[config.mk]
export PLATFORM = sky130hd
export DESIGN_NAME = regfile_wb_ctrl
export DESIGN_NICKNAME = d
export VERILOG_FILES = /design/src/rtl/regfile_wb_ctrl_pkg.sv /design/src/rtl/regfile_wb_ctrl_fifo.sv /design/src/rtl/regfile_wb_ctrl.sv
export SDC_FILE = /design/constraint.sdc
export NUM_CORES = 1
export LEC_CHECK = 0
export CORE_ASPECT_RATIO = 0.7
export CORE_MARGIN = 10
export CORE_UTILIZATION = 30
export DETAILED_ROUTE_END_ITERATION = 16
export PLACE_DENSITY = 0.54
export SYNTH_ARGS = -nofsm -noshare
export SYNTH_HDL_FRONTEND = slang
export SYNTH_SLANG_ARGS = --single-unit
[constraint.sdc]
create_clock -name clk -period 4.96 [get_ports clk]
set_input_delay 1.24 -clock clk [delete_from_list [all_inputs] [get_ports clk]]
set_output_delay 1.24 -clock clk [all_outputs]
set_load 0.01 [all_outputs]
[src/rtl/regfile_wb_ctrl_pkg.sv]
// ---------------------------------------------------------------------------
// regfile_wb_ctrl_pkg
// Shared sizing for the register-file writeback controller.
// The default widths track the core-wide RegBus / RegAddrBus / RegNum values
// (32-bit registers, 5-bit index, 32 architectural registers).
// ---------------------------------------------------------------------------
package regfile_wb_ctrl_pkg;

    localparam int RF_DATA_W     = 32;  // RegBus
    localparam int RF_ADDR_W     = 5;   // RegAddrBus
    localparam int RF_REG_NUM    = 32;  // RegNum
    localparam int RF_FIFO_DEPTH = 2;

    // Architectural x0: writes to it are dropped, it is never busy.
    localparam int ZERO_REG = 0;

endpackage

[src/rtl/regfile_wb_ctrl_fifo.sv]
// ---------------------------------------------------------------------------
// wb_fifo
// Small synchronous first-word-fall-through FIFO holding {rd, data} for long
// results that lost write-port arbitration.
// Ports:
//   clk, rst       clock, synchronous active-high reset (empties the FIFO)
//   push_i/data_i  enqueue request and payload (ignored when full)
//   pop_i          dequeue request (ignored when empty)
//   head_o         current head entry, valid while empty_o=0
//   full_o/empty_o occupancy flags
//   count_o        number of stored entries (0..DEPTH)
// ---------------------------------------------------------------------------
module wb_fifo #(
    parameter int WIDTH = 37,
    parameter int DEPTH = 2,
    localparam int PTR_W = (DEPTH > 1) ? $clog2(DEPTH) : 1,
    localparam int CNT_W = PTR_W + 1
) (
    input  logic             clk,
    input  logic             rst,
    input  logic             push_i,
    input  logic [WIDTH-1:0] data_i,
    input  logic             pop_i,
    output logic [WIDTH-1:0] head_o,
    output logic             full_o,
    output logic             empty_o,
    output logic [CNT_W-1:0] count_o
);

    logic [WIDTH-1:0] mem_q [DEPTH];
    logic [PTR_W-1:0] wr_ptr_q, wr_ptr_d;
    logic [PTR_W-1:0] rd_ptr_q, rd_ptr_d;
    logic [CNT_W-1:0] count_q, count_d;
    logic             push_en;
    logic             pop_en;

    assign full_o  = (count_q == CNT_W'(DEPTH));
    assign empty_o = (count_q == '0);
    assign count_o = count_q;
    assign head_o  = mem_q[rd_ptr_q];

    assign push_en = push_i && !full_o;
    assign pop_en  = pop_i && !empty_o;

    // DEPTH is a power of two, so pointer wrap is the natural overflow.
    always_comb begin
        wr_ptr_d = push_en ? wr_ptr_q + 1'b1 : wr_ptr_q;
        rd_ptr_d = pop_en  ? rd_ptr_q + 1'b1 : rd_ptr_q;
        count_d  = count_q;
        if (push_en && !pop_en) begin
            count_d = count_q + 1'b1;
        end else if (!push_en && pop_en) begin
            count_d = count_q - 1'b1;
        end
    end

    always_ff @(posedge clk) begin
        if (rst) begin
            wr_ptr_q <= '0;
            rd_ptr_q <= '0;
            count_q  <= '0;
        end else begin
            wr_ptr_q <= wr_ptr_d;
            rd_ptr_q <= rd_ptr_d;
            count_q  <= count_d;
        end
    end

    // Payload storage needs no reset: stale entries are unreachable once
    // the pointers and count are cleared.
    always_ff @(posedge clk) begin
        if (push_en) begin
            mem_q[wr_ptr_q] <= data_i;
        end
    end

endmodule

[src/rtl/regfile_wb_ctrl.sv]
// ---------------------------------------------------------------------------
// regfile_wb_ctrl
// Writer-side controller for the integer register file. Merges ALU results
// (never stalled) and long-latency results onto the single write port, and
// keeps a per-register scoreboard of in-flight long destinations.
// Ports:
//   clk, rst                  clock, synchronous active-high reset
//   iss_valid/iss_long/iss_rd issue from decode; long issues set the scoreboard
//   chk_rs1/chk_rs2           decode sources to hazard-check
//   busy_rs1/busy_rs2/busy_rd combinational scoreboard lookups
//   alu_valid/alu_rd/alu_data single-cycle result, highest priority
//   lsu_valid/lsu_rd/lsu_data long-latency result, lsu_ready = FIFO not full
//   we/waddr/wdata            registered register-file write port
// ---------------------------------------------------------------------------
module regfile_wb_ctrl
    import regfile_wb_ctrl_pkg::*;
#(
    parameter int DATA_W     = RF_DATA_W,
    parameter int ADDR_W     = RF_ADDR_W,
    parameter int REG_NUM    = RF_REG_NUM,
    parameter int FIFO_DEPTH = RF_FIFO_DEPTH
) (
    input  logic              clk,
    input  logic              rst,
    input  logic              iss_valid,
    input  logic              iss_long,
    input  logic [ADDR_W-1:0] iss_rd,
    input  logic [ADDR_W-1:0] chk_rs1,
    input  logic [ADDR_W-1:0] chk_rs2,
    output logic              busy_rs1,
    output logic              busy_rs2,
    output logic              busy_rd,
    input  logic              alu_valid,
    input  logic [ADDR_W-1:0] alu_rd,
    input  logic [DATA_W-1:0] alu_data,
    input  logic              lsu_valid,
    input  logic [ADDR_W-1:0] lsu_rd,
    input  logic [DATA_W-1:0] lsu_data,
    output logic              lsu_ready,
    output logic              we,
    output logic [ADDR_W-1:0] waddr,
    output logic [DATA_W-1:0] wdata
);

    localparam int ENTRY_W = ADDR_W + DATA_W;
    localparam int CNT_W   = ((FIFO_DEPTH > 1) ? $clog2(FIFO_DEPTH) : 1) + 1;

    // ---------------- long-result buffer ----------------
    logic               fifo_push;
    logic               fifo_pop;
    logic [ENTRY_W-1:0] fifo_head;
    logic               fifo_full;
    logic               fifo_empty;
    logic [CNT_W-1:0]   fifo_count;

    wb_fifo #(
        .WIDTH (ENTRY_W),
        .DEPTH (FIFO_DEPTH)
    ) u_wb_fifo (
        .clk     (clk),
        .rst     (rst),
        .push_i  (fifo_push),
        .data_i  ({lsu_rd, lsu_data}),
        .pop_i   (fifo_pop),
        .head_o  (fifo_head),
        .full_o  (fifo_full),
        .empty_o (fifo_empty),
        .count_o (fifo_count)
    );

    // Depends on occupancy only, so upstream sees no combinational path
    // from either valid.
    assign lsu_ready = (fifo_count < CNT_W'(FIFO_DEPTH));

    // ---------------- arbitration ----------------
    logic              sel_valid;
    logic              sel_long;
    logic [ADDR_W-1:0] sel_rd;
    logic [DATA_W-1:0] sel_data;

    always_comb begin
        sel_valid = 1'b0;
        sel_long  = 1'b0;
        sel_rd    = '0;
        sel_data  = '0;
        fifo_pop  = 1'b0;
        if (alu_valid) begin
            sel_valid = 1'b1;
            sel_rd    = alu_rd;
            sel_data  = alu_data;
        end else if (!fifo_empty) begin
            // Buffered results drain before any new long result so that
            // long writebacks stay in arrival order.
            sel_valid = 1'b1;
            sel_long  = 1'b1;
            fifo_pop  = 1'b1;
            sel_rd    = fifo_head[ENTRY_W-1:DATA_W];
            sel_data  = fifo_head[DATA_W-1:0];
        end else if (lsu_valid) begin
            sel_valid = 1'b1;
            sel_long  = 1'b1;
            sel_rd    = lsu_rd;
            sel_data  = lsu_data;
        end
    end

    // A long result is buffered whenever it is accepted but not bypassed.
    assign fifo_push = lsu_valid && lsu_ready && !fifo_full
                       && (alu_valid || !fifo_empty);

    // ---------------- write port registers ----------------
    logic              we_q, we_d;
    logic [ADDR_W-1:0] waddr_q, waddr_d;
    logic [DATA_W-1:0] wdata_q, wdata_d;

    always_comb begin
        // x0 consumes the slot but never raises the write enable.
        we_d    = sel_valid && (sel_rd != ADDR_W'(ZERO_REG));
        waddr_d = sel_valid ? sel_rd   : waddr_q;
        wdata_d = sel_valid ? sel_data : wdata_q;
    end

    always_ff @(posedge clk) begin
        if (rst) begin
            we_q    <= 1'b0;
            waddr_q <= '0;
            wdata_q <= '0;
        end else begin
            we_q    <= we_d;
            waddr_q <= waddr_d;
            wdata_q <= wdata_d;
        end
    end

    assign we    = we_q;
    assign waddr = waddr_q;
    assign wdata = wdata_q;

    // ---------------- scoreboard ----------------
    logic [REG_NUM-1:0] sb_q, sb_d;
    logic [REG_NUM-1:0] set_vec;
    logic [REG_NUM-1:0] clr_vec;
    logic               iss_set;

    assign iss_set = iss_valid && iss_long;

    for (genvar gi = 0; gi < REG_NUM; gi++) begin : g_sb
        if (gi == ZERO_REG) begin : g_zero
            // Bit 0 is forced clear every cycle.
            assign set_vec[gi] = 1'b0;
            assign clr_vec[gi] = 1'b1;
        end else begin : g_reg
            assign set_vec[gi] = iss_set  && (iss_rd == ADDR_W'(gi));
            assign clr_vec[gi] = sel_long && (sel_rd == ADDR_W'(gi));
        end
    end

    // Set is applied after clear so a same-cycle reissue keeps the bit.
    assign sb_d = (sb_q & ~clr_vec) | set_vec;

    always_ff @(posedge clk) begin
        if (rst) begin
            sb_q <= '0;
        end else begin
            sb_q <= sb_d;
        end
    end

    assign busy_rs1 = sb_q[chk_rs1];
    assign busy_rs2 = sb_q[chk_rs2];
    assign busy_rd  = sb_q[iss_rd];

endmodule

==> flow_metrics.env, run 1 <==
export IMPL_outcome="finished, final reports clean"
export IMPL_yosys_area_top_type="edfxtp_1"
export IMPL_crit_family="multiplexers"
export IMPL_path_clk_slew_ns=0.06
export IMPL_grt_first_pass_wirelength_microns=34600
export IMPL_grt_max_degree=55
export IMPL_synth_top_family_by_area="simple AND/OR/NAND/NOR gates"
export IMPL_cts_root_buf="clkbuf_16"
export IMPL_port_buffers=136
export IMPL_initial_core_util_pct=30.6
export IMPL_grt_pass1_vias=5670
export IMPL_synth_mux_area_share_pct=14.0
export IMPL_cts_resized=0
export IMPL_hold_buffers=0
export IMPL_setup_viol=0
export IMPL_multi_input_area_sq_um=3270
export IMPL_h_tree_depth=4
export IMPL_max_slew_worst_pin_slew_ns=1.17
export IMPL_globalplace_congestion=0.880
export IMPL_yosysWarningCount=0
export IMPL_postSynth_asyncResetShare_pct=0
export IMPL_power_leakage_nw=3.03
export IMPL_crit_chain="clkdlybuf4s50_1, buf_12, mux4_2, mux4_2, mux2_2, clkdlybuf4s50_1"
export IMPL_post_route_util_pct=40.0
export IMPL_avgViaCountPerCell=5.20
export IMPL_synth_avg_cell_area_sq_um=11.3
export IMPL_avgRoutedWirePerCell_microns=20.6
export IMPL_regToRegSetupSlack_ns=2.30
export IMPL_dpl_hpwl_microns=15400
export IMPL_cpMaxStageDelayCell="clkdlybuf4s50_1"
export IMPL_die_w_microns=206
export IMPL_antenna_found_initial=4
export IMPL_num_rows=47
export IMPL_ir_drop_v=0.000300
export IMPL_startpoint_type="primary input"
export IMPL_criticalPathCategory="primary input to output pin"
export IMPL_cp_required_ns=3.72
export IMPL_layout_drive_gt1_share_pct=13.6
export IMPL_grt_use_met1_pct=20.4
export IMPL_dp_cells=1057
export IMPL_synth_xor_area_share_pct=0.482
export IMPL_setup_tns_ns=0
export IMPL_cts_sinks=148
export IMPL_synth_compound_area_share_pct=12.5
export IMPL_core_area_sq_um=23800
export IMPL_clock_fmax_mhz=206
export IMPL_instances_no_fill=1092
export IMPL_cts_setup_buffers=0
export IMPL_endpoint_kind="output pin"
export IMPL_yosysTopAreaCellShare_pct=30.6
export IMPL_nFillCells=2277
export IMPL_synth_edf_count=74
export IMPL_use_met2_pct=19.9
export IMPL_detailedRoute_firstIterationViolations=425
export IMPL_grt_busiest_layer="met1"
export IMPL_total_power_w=0.00417
export IMPL_cts_made_buffers=17
export IMPL_drt_wl_total_microns=22500
export IMPL_ys_seq_area_share_pct=51.0
export IMPL_pre_cts_slack_ns=0.0924
export IMPL_die_area_sq_um=31000
export IMPL_firstDrtPassIters=5
export IMPL_cpPeakStageDelay_ns=0.51
export IMPL_ys_ff_latch=148
export IMPL_dieHeight_microns=150
export IMPL_layout_nets=854
export IMPL_ant_nets=0
export IMPL_synth_ff_type="edfxtp_1"
export IMPL_vias=5680
export IMPL_slew_headroom_pct=22.1
export IMPL_fin_ws_ns=0.0986
export IMPL_area_growth_pct=30.7
export IMPL_hold_violations=0
export IMPL_cts_buffer_depth=2
export IMPL_crit_path_max_fanout=9
export IMPL_seq_area_sq_um=3700
export IMPL_skew_ns=0.0132
export IMPL_overflow=0
export IMPL_drc=0
export IMPL_maxSlewViolCount=0
export IMPL_gr_usage_all_layers_pct=14.6
export IMPL_rsz0062_at_grt="false"
export IMPL_maxCapViolCount=0
export IMPL_cts_tree="built"
export IMPL_p_per_area_nw_per_um2=438
export IMPL_cp_arrival_ns=3.62
export IMPL_use_met3_pct=6.03
export IMPL_io_pins=137
export IMPL_synth_fa_ha_area_share_pct=0.172
export IMPL_synth_distinct_cells=43
export IMPL_synthSimpleGateAreaFrac_pct=17.5
export IMPL_syn_area_sq_um=7270
export IMPL_synthTopCellsByArea="edfxtp_1 31%, dfxtp_1 20%, mux4_2 8.1%"
export IMPL_clk_latency_ns=0.43
export IMPL_final_period_utilization_pct=98.0
export IMPL_syn_nets=742
export IMPL_finalCriticalPeriod_ns=4.86
export IMPL_hp_class="register to register"
export IMPL_netlist_instances=646
export IMPL_path_buf_inv=3
synthesized netlist by cell type (2+ instances only):
master    instances
mux4_2           26
a311oi_1          2
a211oi_1         52
buf_6             3
o22ai_1           2
or3_1             2
o221a_4           2
dfxtp_1          74
nor4b_1          24
o221a_2           2
mux2_2            3
nor4_1            4
a221oi_1          9
buf_2            12
xor2_1            3
nor2_1           76
o221ai_4          2
buf_1             2
or2_2             4
buf_4             4
o21ai_0          11
nor4_4            6
nand2b_1          4
inv_1            10
nand3_1           3
a21oi_1          33
nand2_1          19
clkbuf_1         38
edfxtp_1         74
mux2i_1          40
a31oi_1           2
nor3_1           86
o221ai_2          2
metrics by stage:
stage	hold slack [ns]	cell area, sq um
after floorplan	0.472	7270
after global placement	0.474	8920
after detailed placement	0.479	8920
after CTS	0.494	9500
after global routing	0.501	9500
final	0.486	9500
kinds of logic (layout without fill, tap and decap cells):
logic type,count (synthesis),count (layout)
adders and majority gates,1,1
DFF,148,148
muxes,69,69
AOI/OAI and AO/OA,123,123
xor gates and xnor gates,4,4
buffers and inverters,69,194
other,0,3
and+or+nand+nor,232,232
area by class of cell:
class,instances,area share (%)
inverters,10,0.395
multi-input cells,429,34.4
clock inverters,15,1.53
repair buffers,152,15.9
diodes,3,0.0790
flip-flops and latches,148,39.0
clock buffers,17,4.48
well taps,318,4.19
power breakdown:
group          internal [W]  switching, W  total [W]
clock              0.000704      0.000554    0.00126
combinational      0.000534      0.000821    0.00136
sequential          0.00147     0.0000868    0.00155
total               0.00271       0.00146    0.00417
placed cells by master, fill, tap and decap left out, drive strengths merged, types with 4 or more instances in the layout:
cell type,synthesis,final
clkinv,0,6
dfxtp,74,74
mux4,26,26
o221a,4,4
a221oi,9,9
o21ai,11,11
nor2,76,76
mux2i,40,40
nor3,86,86
o221ai,4,4
clkbuf,38,17
nor4,11,11
a21oi,33,33
nor4b,24,24
nand2b,4,4
buf,21,18
a211oi,52,52
clkdlybuf4s50,0,134
or2,4,4
nand2,19,19
edfxtp,74,74
inv,10,17
worst reg2reg max path, delay by kind of cell (launching register included):
family           cells  cell delay, ns
AO/OA/AOI/OAI        3            1.57
flip-flops           1            0.32
AND/OR/NAND/NOR      1            0.60
flip-flops by register name, indices dropped and copies added, names as in the netlist, named ones only:
name,flops
u_wb_fifo.mem_q,74
u_wb_fifo.wr_ptr_q,1
we,1
u_wb_fifo.rd_ptr_q,1
waddr,5
sb_q,31
wdata,32
u_wb_fifo.count_o,2
per-layer routing:
metal,up-vias,part of all wire [%],routed length [microns]
li1,2740,-,-
met1,2708,48,10900
met2,210,41,9190
met3,20,9.5,2130
met4,2,1.1,253
met5,-,0.058,13
path summary, 6_finish.rpt:
check | from | endpoint | depth (start not counted)
worst min-delay path | waddr[3] | waddr[3] | 2
worst max register to register | u_wb_fifo.count_o[0] | we | 4
worst max-delay path | chk_rs1[0] | busy_rs1 | 6
worst min register to register | waddr[3] | waddr[3] | 2
(Power assumes the default switching activity.)
==> run 2, diff against run 1 <==
--- a/config.mk
+++ b/config.mk
@@ -6,10 +6,10 @@
 export NUM_CORES = 1
 export LEC_CHECK = 0
 export CORE_ASPECT_RATIO = 0.7
-export CORE_MARGIN = 10
+export CORE_MARGIN = 8
 export CORE_UTILIZATION = 30
 export DETAILED_ROUTE_END_ITERATION = 16
-export PLACE_DENSITY = 0.54
+export PLACE_DENSITY = 0.59
 export SYNTH_ARGS = -nofsm -noshare
 export SYNTH_HDL_FRONTEND = slang
 export SYNTH_SLANG_ARGS = --single-unit
==> run 2 against run 1 <==
Sequential share of layout area shrank 0.12 points; clock power up 6%; routed wire length shrank 0.60%; via count is 2.8% higher; combinational power shrank 4%; power up 1.9%; register-to-register slack lost 0.22 ns; hold slack improved by 0.0022 ns; sequential power rose by 3%; design area grew 0.30%; die area shrank 4.6%; critical endpoint is now busy_rs2; largest cell class unchanged.
==> flow_metrics.env, run 2 (synthesis results as in run 1) <==
export IMPL_drt_wl_total_microns=22400
export IMPL_initial_core_util_pct=30.7
export IMPL_reg2reg_depth=4
export IMPL_regToRegSetupSlack_ns=2.08
export IMPL_core_area_sq_um=23700
export IMPL_final_period_utilization_pct=97.6
export IMPL_dpl_hpwl_microns=15400
export IMPL_holdPathEnd="wdata[28]"
export IMPL_vias=5837
export IMPL_globalplace_congestion=0.949
export IMPL_detailedRoute_firstIterationViolations=630
export IMPL_pwr_share_comb_pct=30.9
export IMPL_p_seq_share_pct=37.5
export IMPL_cts_root_buf="clkbuf_16"
export IMPL_switching_share_pct=33.0
export IMPL_p_switching_w=0.00140
export IMPL_cts_made_buffers=17
export IMPL_skew_ns=0.00679
export IMPL_overflow=0
export IMPL_area_growth_pct=31.1
export IMPL_gr_usage_all_layers_pct=14.9
export IMPL_ant_nets=0
export IMPL_dieHeight_microns=146
export IMPL_hp_start="wdata[28]"
export IMPL_port_buffers=136
export IMPL_layout_nets=853
export IMPL_top_register="u_wb_fifo.mem_q"
export IMPL_rsz0062_at_grt="false"
export IMPL_drc=0
export IMPL_pwr_share_clk_pct=31.6
export IMPL_firstDrtPassIters=4
export IMPL_avgRoutedWirePerCell_microns=20.5
export IMPL_avgViaCountPerCell=5.36
export IMPL_cts_tree="built"
export IMPL_cpMaxStageDelayCell="clkdlybuf4s50_1"
export IMPL_antenna_found_initial=2
export IMPL_startpoint_type="primary input"
export IMPL_total_power_w=0.00425
export IMPL_grt_first_pass_wirelength_microns=34600
export IMPL_die_w_microns=202
export IMPL_cts_setup_buffers=0
export IMPL_hold_violations=0
export IMPL_cpPeakStageDelay_ns=0.51
export IMPL_worstReg2RegEnd="we"
export IMPL_maxCapViolCount=0
export IMPL_final_cell_mix="134 x clkdlybuf4s50_1, 85 x nor3_1, 74 x nor2_1, 74 x edfxtp_1, 73 x dfxtp_1"
export IMPL_path_clk_slew_ns=0.06
export IMPL_max_slew_worst_pin_slew_ns=1.12
export IMPL_criticalPathCategory="primary input to output pin"
export IMPL_cts_sinks=148
export IMPL_r2r_start="u_wb_fifo.count_o[0]"
export IMPL_grt_pass1_vias=5874
export IMPL_h_tree_depth=4
export IMPL_hp_class="register to register"
export IMPL_slew_headroom_pct=25.2
export IMPL_cts_resized=0
export IMPL_grt_max_degree=52
export IMPL_die_area_sq_um=29500
export IMPL_dp_cells=1056
export IMPL_crit_path_max_fanout=9
export IMPL_crit_chain="clkdlybuf4s50_1, buf_12, mux4_2, mux4_2, mux2_2, clkdlybuf4s50_1"
export IMPL_setup_viol=0
export IMPL_layout_drive_gt1_share_pct=12.6
export IMPL_hold_buffers=0
export IMPL_power_leakage_nw=3.03
export IMPL_finalCriticalPeriod_ns=4.84
export IMPL_clock_fmax_mhz=206
export IMPL_cts_buffer_depth=2
export IMPL_setup_tns_ns=0
export IMPL_diodes=0
export IMPL_cp_required_ns=3.72
export IMPL_clk_latency_ns=0.42
export IMPL_io_pins=137
export IMPL_instances_no_fill=1088
export IMPL_endpoint_kind="output pin"
export IMPL_worstSetupStartpoint="chk_rs2[0]"
export IMPL_ir_drop_v=0.000239
export IMPL_largest_reg_flops=74
export IMPL_cp_arrival_ns=3.60
export IMPL_final_common_cell="clkdlybuf4s50_1"
export IMPL_p_int_w=0.00284
export IMPL_outcome="finished, final reports clean"
export IMPL_num_rows=47
export IMPL_holdPathStages=2
export IMPL_p_per_area_nw_per_um2=446
export IMPL_maxSlewViolCount=0
[run 2: cell count changes in the layout (fill, tap and decap cells not counted), sizes merged]
cell and delta:
clkinv -3, buf -1, bufinv +3, diode -3, clkbuf +6, inv -6
[run 2: power groups by stage]
stage | clock network, W | logic (W) | registers (W)
6_report | 0.00134 | 0.00131 | 0.00159
5_1_grt | 0.00143 | 0.00143 | 0.00161
4_1_cts | 0.00137 | 0.00133 | 0.00159
3_5_place_dp | 0 | 0.00132 | 0.00162
3_3_place_gp | 0 | 0.00131 | 0.00162
2_1_floorplan | 0 | 0.000878 | 0.00157
[run 2: layout make-up]
class | instances | area, sq um
Timing Repair Buffer | 151 | 1520
Clock inverter | 9 | 154
Sequential cell | 148 | 3700
Inverter | 10 | 37.5
Multi-Input combinational cell | 429 | 3270
Tap cell | 318 | 398
Clock buffer | 23 | 448
Fill cell | 2260 | 14200
[run 2: worst max-delay path: cells and delay by family]
| family | cells | cell delay (ns) |
|---|---|---|
| multiplexers | 3 | 1.23 |
| buffers and inverters | 3 | 1.13 |
[run 2: worst max-delay path by stage]
stage | end | slack (ns) | cells past startpoint
final | busy_rs2 | 0.12 | 6
after detailed placement | busy_rs1 | 0.12 | 6
after global routing | busy_rs1 | 0.04 | 6
after CTS | busy_rs2 | 0.11 | 6
after global placement | busy_rs2 | 0.11 | 6
after floorplan | u_wb_fifo.mem_q[0][0] | 0.88 | 5
[run 2: through the flow]
stage | utilization (%) | area, sq um | hold WS [ns] | worst slack [ns]
2_1_floorplan | - | 7270 | 0.472 | 0.883
3_3_place_gp | 37.7 | 8930 | 0.473 | 0.107
3_5_place_dp | 37.7 | 8930 | 0.480 | 0.117
4_1_cts | 40.2 | 9530 | 0.494 | 0.111
5_1_grt | 40.2 | 9530 | 0.511 | 0.0406
6_report | 40.2 | 9530 | 0.488 | 0.117
[run 2: per-layer routing]
layer  track usage [%]  wire [microns]  up-vias
met4              4.37             330        4
met1              20.7           10300     2808
met5                 0              27        -
met2              20.9            9240      275
met3              5.99            2420       33
li1                  -               -     2717
